## config.mk

```make
export PLATFORM = sky130hd
export DESIGN_NAME = seven_scan_flat
export DESIGN_NICKNAME = d
export VERILOG_FILES = /design/src/rtl/seven_scan_if.sv /design/src/rtl/seven_scan.sv /design/src/flat_wrapper.sv
export SDC_FILE = /design/constraint.sdc
export NUM_CORES = 1
export LEC_CHECK = 0
export CAP_MARGIN = 30
export CELL_PAD_IN_SITES_DETAIL_PLACEMENT = 0
export CELL_PAD_IN_SITES_GLOBAL_PLACEMENT = 1
export CORE_ASPECT_RATIO = 0.6
export CORE_MARGIN = 2
export CORE_UTILIZATION = 37
export CTS_CLUSTER_DIAMETER = 150
export DETAILED_ROUTE_END_ITERATION = 7
export PLACE_DENSITY = 0.79
export SLEW_MARGIN = 10
export SYNTH_ARGS = -nofsm -noshare
export SYNTH_HDL_FRONTEND = slang
export SYNTH_SLANG_ARGS = --single-unit
```

## constraint.sdc

```tcl
create_clock -name clk -period 1.87 [get_ports clk]
set_input_delay 0.374 -clock clk [delete_from_list [all_inputs] [get_ports clk]]
set_output_delay 0.374 -clock clk [all_outputs]
set_load 0.005 [all_outputs]
```

## src/rtl/seven_scan_if.sv

```systemverilog
// Display-scan bus: BCD word and controls in, one multiplexed digit out.
// The master drives the word and controls; the slave (seven_scan) drives the digit.
interface seven_scan_if #(
    parameter int DIGITS = 4
);
    logic                  load;
    logic [4*DIGITS-1:0]   value;
    logic                  blank_lz;
    logic [3:0]            bcd;
    logic [DIGITS-1:0]     an;
    logic                  blank;
    logic                  frame;
    logic                  err;

    modport master (
        output load, value, blank_lz,
        input  bcd, an, blank, frame, err
    );

    modport slave (
        input  load, value, blank_lz,
        output bcd, an, blank, frame, err
    );
endinterface

```

## src/rtl/seven_scan.sv

```systemverilog
// Time-multiplexes a packed BCD word onto one shared digit bus with active-low
// enables, leading-zero blanking, invalid-code suppression and a frame pulse.
module seven_scan #(
    parameter int DIGITS      = 4,
    parameter int REFRESH_DIV = 50000
) (
    input  logic         clk,
    input  logic         rst,
    seven_scan_if.slave  bus
);
    localparam int CNT_W = (REFRESH_DIV > 1) ? $clog2(REFRESH_DIV) : 1;
    localparam int IDX_W = $clog2(DIGITS);
    localparam logic [CNT_W-1:0] CNT_LAST = CNT_W'(REFRESH_DIV - 1);
    localparam logic [IDX_W-1:0] IDX_LAST = IDX_W'(DIGITS - 1);

    logic [4*DIGITS-1:0] shadow;
    logic [CNT_W-1:0]    div_cnt;
    logic [IDX_W-1:0]    idx;
    logic [IDX_W-1:0]    next_idx;
    logic                advance;

    logic [3:0]          nib;
    logic                upper_zero;
    logic                invalid;
    logic [3:0]          bcd_d;
    logic [DIGITS-1:0]   an_d;
    logic                blank_d;

    assign advance  = (div_cnt == CNT_LAST);
    assign next_idx = (idx == IDX_LAST) ? '0 : idx + 1'b1;

    // Everything is evaluated for the slot about to start, from the shadow
    // contents before the edge, so a load never shows up mid-slot.
    always_comb begin
        // NOTE: every combinational output gets a default first so no path
        // through the block can leave it unassigned and infer a latch.
        nib        = 4'd0;
        upper_zero = 1'b1;
        for (int i = 0; i < DIGITS; i++) begin
            if (IDX_W'(i) == next_idx) nib = shadow[4*i +: 4];
            if (i >= int'(next_idx) && shadow[4*i +: 4] != 4'd0) upper_zero = 1'b0;
        end
        invalid = (nib > 4'd9);

        bcd_d          = nib;
        blank_d        = 1'b0;
        an_d           = '1;
        an_d[next_idx] = 1'b0;
        if (invalid || (bus.blank_lz && next_idx != '0 && upper_zero)) begin
            bcd_d   = 4'd0;
            blank_d = 1'b1;
            an_d    = '1;
        end
    end

    always_ff @(posedge clk) begin
        // NOTE: non-blocking assignments so every register samples the
        // pre-edge values of the others, independent of statement order.
        if (rst) begin
            shadow    <= '0;
            div_cnt   <= '0;
            idx       <= '0;
            bus.bcd   <= 4'd0;
            bus.an    <= {{(DIGITS-1){1'b1}}, 1'b0};
            bus.blank <= 1'b0;
            bus.frame <= 1'b0;
            bus.err   <= 1'b0;
        end else begin
            if (bus.load) shadow <= bus.value;
            bus.frame <= 1'b0;
            if (advance) begin
                div_cnt   <= '0;
                idx       <= next_idx;
                bus.bcd   <= bcd_d;
                bus.an    <= an_d;
                bus.blank <= blank_d;
                bus.frame <= (idx == IDX_LAST);
                if (invalid) bus.err <= 1'b1;
            end else begin
                div_cnt <= div_cnt + 1'b1;
            end
        end
    end
endmodule

```

## src/flat_wrapper.sv

```systemverilog
// flat-port wrapper written by rule: the top's interface ports become plain ports
module seven_scan_flat 
#(
    parameter int DIGITS      = 4,
    parameter int REFRESH_DIV = 50000
)
  (clk, rst, bus_load, bus_value, bus_blank_lz, bus_bcd, bus_an, bus_blank, bus_frame, bus_err);
  seven_scan_if #(.DIGITS(DIGITS)) bus_i ();
  input  logic clk;
  input  logic rst;
  input wire logic [$bits(bus_i.load)-1:0] bus_load;
  input wire logic [$bits(bus_i.value)-1:0] bus_value;
  input wire logic [$bits(bus_i.blank_lz)-1:0] bus_blank_lz;
  output wire logic [$bits(bus_i.bcd)-1:0] bus_bcd;
  output wire logic [$bits(bus_i.an)-1:0] bus_an;
  output wire logic [$bits(bus_i.blank)-1:0] bus_blank;
  output wire logic [$bits(bus_i.frame)-1:0] bus_frame;
  output wire logic [$bits(bus_i.err)-1:0] bus_err;
  assign bus_i.load = bus_load;
  assign bus_i.value = bus_value;
  assign bus_i.blank_lz = bus_blank_lz;
  assign bus_bcd = bus_i.bcd;
  assign bus_an = bus_i.an;
  assign bus_blank = bus_i.blank;
  assign bus_frame = bus_i.frame;
  assign bus_err = bus_i.err;
  seven_scan #(.DIGITS(DIGITS), .REFRESH_DIV(REFRESH_DIV)) u_core (.clk(clk), .rst(rst), .bus(bus_i));
endmodule
```

==> out/metrics.yaml <==
grt:
  grt_pass1_wl_mm: 7.182
  gr-usage-all-layers_pct: 14.94
  grt_start_max_net_pins: 17
  antenna_found_initial: 0
  gr-total-overflow: 0
  grt_pass1_vias: 1483
cells_and_area:
  syn2layout_area_growth_pct: 33.03
  nFillCells: 533
  antennaDiodeCount: 0
  drive_gt1_share_pct: 19.70
  multi_input_area_um2: 1164
  design_area_um2: 2766
  ff_latch_area_um2: 905.9
  layout.nets: 291
power_and_ir_drop:
  p_leak_nw: 1.047
  vdd_drop_max_mv: 0.3076
  powerDensity_nw_per_um2: 643.8
  finalPower_w: 0.001781
route:
  ant_nets: 0
  wl_met1_mm: 2.490
  wl_met3_um: 204
  detail_route.wl_per_cell_um: 13.53
  vias: 1657
  route.met2.wl_mm: 1.794
  drt-pass1-iter-count: 4
  top_layer: "met4"
  drtIter0Drc: 72
  viasPerCell: 4.976
  wl_mm: 4.504
  drc: 0
setup_path:
  reg2reg_to: "u_core.bus.an[1]"
  path_class: "flop to flop"
  cp-start-kind: "flop"
  rr_worst_depth: 7
  cp.required_ns: 2.11
  critPathCaptureType: "flop"
  r2r_slack_ns: 0.06
  r2r_start: "u_core.idx[1]"
  cp_data_arrival_time_ns: 2.05
  path_max_fanout: 6
timing:
  final_hold_viol_count: 0
  fin_crit_sh_pct: 96.88
  tightest_slew_ns: 0.6243
  fin_ws_ns: 0.05826
  clock.fmax_mhz: 552.0
  rsz0062_at_grt: "yes"
  fin_skew_ns: 0.006761
  fin_crit_ns: 1.812
  slew_headroom_pct: 58.00
  finalSetupViolations: 0
  timing.final.max_slew_violations: 0
  whs_ns: 0.4514
synth:
  synth_edf_count: 0
  synth_area_per_cell_um2: 9.583
  syn-num-nets: 244
  yosysTopAreaCell: "dfxtp_1"
  synth_cells: 217
  synthMostInstantiatedCell: "dfxtp_1"
  syn_area_um2: 2079
  synth-async-reset-ratio_pct: 0
  synthTopCellsByArea: "dfxtp_1 (43%), mux2i_1 (8.2%), nor2_1 (6.9%)"
  yosys.area_share.adder_pct: 4.212
  ys_seq_elements: 45
  synth_xor_area_share_pct: 5.054
  ys_seq_area_share_pct: 43.32
  ys.flop_type: "dfxtp_1"
  synth_compound_area_share_pct: 10.77
  synth_top_family_by_area: "simple AND/OR/NAND/NOR gates"
  synth_common_cells: "dfxtp_1 (45), nor2_1 (38), mux2i_1 (17)"
  yosysUniqueCellTypes: 43
  yosysTopAreaCellShare_pct: 43.32
  synth_warnings: 0
  yosys.area_share.simple_pct: 24.01
  synth_mux_area_share_pct: 8.183
cts:
  clock_sinks: 45
  clk_pin_slew_ns: 0.08
  ctsHoldBuffers: 0
  cts-root-buf: "clkbuf_8"
  htree_num_levels: 2
  clockBufferDepth: 2
  clock_latency_ns: 0.29
  cts_made_buffers: 5
  tritoncts: "yes"
hold_path:
  hold_depth: 1
  min_from: "u_core.div_cnt[0]"
  worstHoldEndpoint: "u_core.div_cnt[0]"
  hold_path_class: "flop to flop"
floorplan:
  die-area_um2: 6256
  pin_count: 31
  start_util_pct: 37.87
  die-width_um: 100.8
  core_area_um2: 5492
  rows: 21
  die_y_um: 62.07
placed_design:
  routabilityCongestion: 0.7787
  place_ws_ns: -0.1167
  place_area_um2: 2582
  io_buffers: 30
  dp_hpwl_mm: 3.338
status:
  status: "finished, final reports clean"
job:
  cap_violations: 0
-- area by class of cell --
class | instances | area share (%)
multi-input combinational | 153 | 42.06
sequential | 45 | 32.75
timing repair buffer | 52 | 18.00
clock buffer | 7 | 3.121
tap | 69 | 3.121
inverter | 7 | 0.9498
-- stage by stage --
step / util [%] / std cells / setup TNS [ns]
2_1_floorplan: - / 217 / 0
3_3_place_gp: 47.03 / 325 / -0.7566
3_5_place_dp: 47.03 / 325 / -0.6976
4_1_cts: 48.99 / 332 / 0
5_1_grt: 50.38 / 333 / -0.09144
6_report: 50.38 / 333 / 0
-- layout by cell type (no fill, tap or decap), drive strengths merged, types with 7 or more instances in the layout --
| cell | Yosys | routed |
|---|---|---|
| a21oi | 7 | 7 |
| buf | 8 | 22 |
| clkbuf | 4 | 7 |
| clkdlybuf4s50 | 0 | 30 |
| dfxtp | 45 | 45 |
| ha | 7 | 7 |
| inv | 7 | 7 |
| mux2i | 17 | 17 |
| nand2 | 11 | 11 |
| nand3 | 7 | 7 |
| nand3b | 7 | 7 |
| nor2 | 38 | 38 |
| xor2 | 7 | 7 |
-- worst max-delay path, cell delays in order, from the launching register on --
cell	delay (ns)
dfxtp_4	0.36
buf_6	0.12
ha_4	0.17
or4b_4	0.49
nor3_4	0.16
o221ai_4	0.16
nand2_2	0.15
o32a_4	0.15
-- routing by layer --
layer | vias up | track usage [%]
li1 | 857 | -
met1 | 770 | 23.25
met2 | 28 | 20.86
met3 | 2 | 3.356
met4 | 0 | 2.935
met5 | - | 0
-- report_power, final --
group	internal, W	total (W)	switching, W
Combinational	0.0000975	0.000169	0.0000718
Clock	0.000294	0.000605	0.000312
Sequential	0.000982	0.00101	0.0000246
-- timing repair --
item                                    CTS  global route
pin swaps                                 1             2
resized for setup                         6            14
endpoints found under the setup margin    8            10
buffers inserted                          0             1
-- registers in the layout, indices dropped and copies added (netlist names) --
name,flops
u_core.shadow,16
u_core.bus.frame,1
u_core.bus.err,1
u_core.bus.bcd,4
u_core.div_cnt,16
u_core.bus.blank,1
u_core.bus.an,4
u_core.idx,2
-- worst max path at each step --
stage | from | endpoint | slack (ns) | cells past startpoint
after global placement | bus_blank_lz | u_core.bus.an[3] | -0.12 | 6
after CTS | u_core.idx[0] | u_core.bus.blank | 0.004 | 6
after global routing | u_core.idx[0] | u_core.bus.an[0] | -0.03 | 7
after floorplan | u_core.idx[0] | u_core.bus.an[0] | 0.08 | 6
after detailed placement | bus_blank_lz | u_core.bus.blank | -0.12 | 5
final | u_core.idx[1] | u_core.bus.an[1] | 0.06 | 7
-- logic make-up after synthesis --
group                      Yosys count
AOI/OAI and AO/OA                   25
xor gates and xnor gates            12
adders and majority gates            7
buffers and inverters               19
DFF                                 45
muxes                               17
and+or+nand+nor                     92
(Power assumes the default switching activity.)
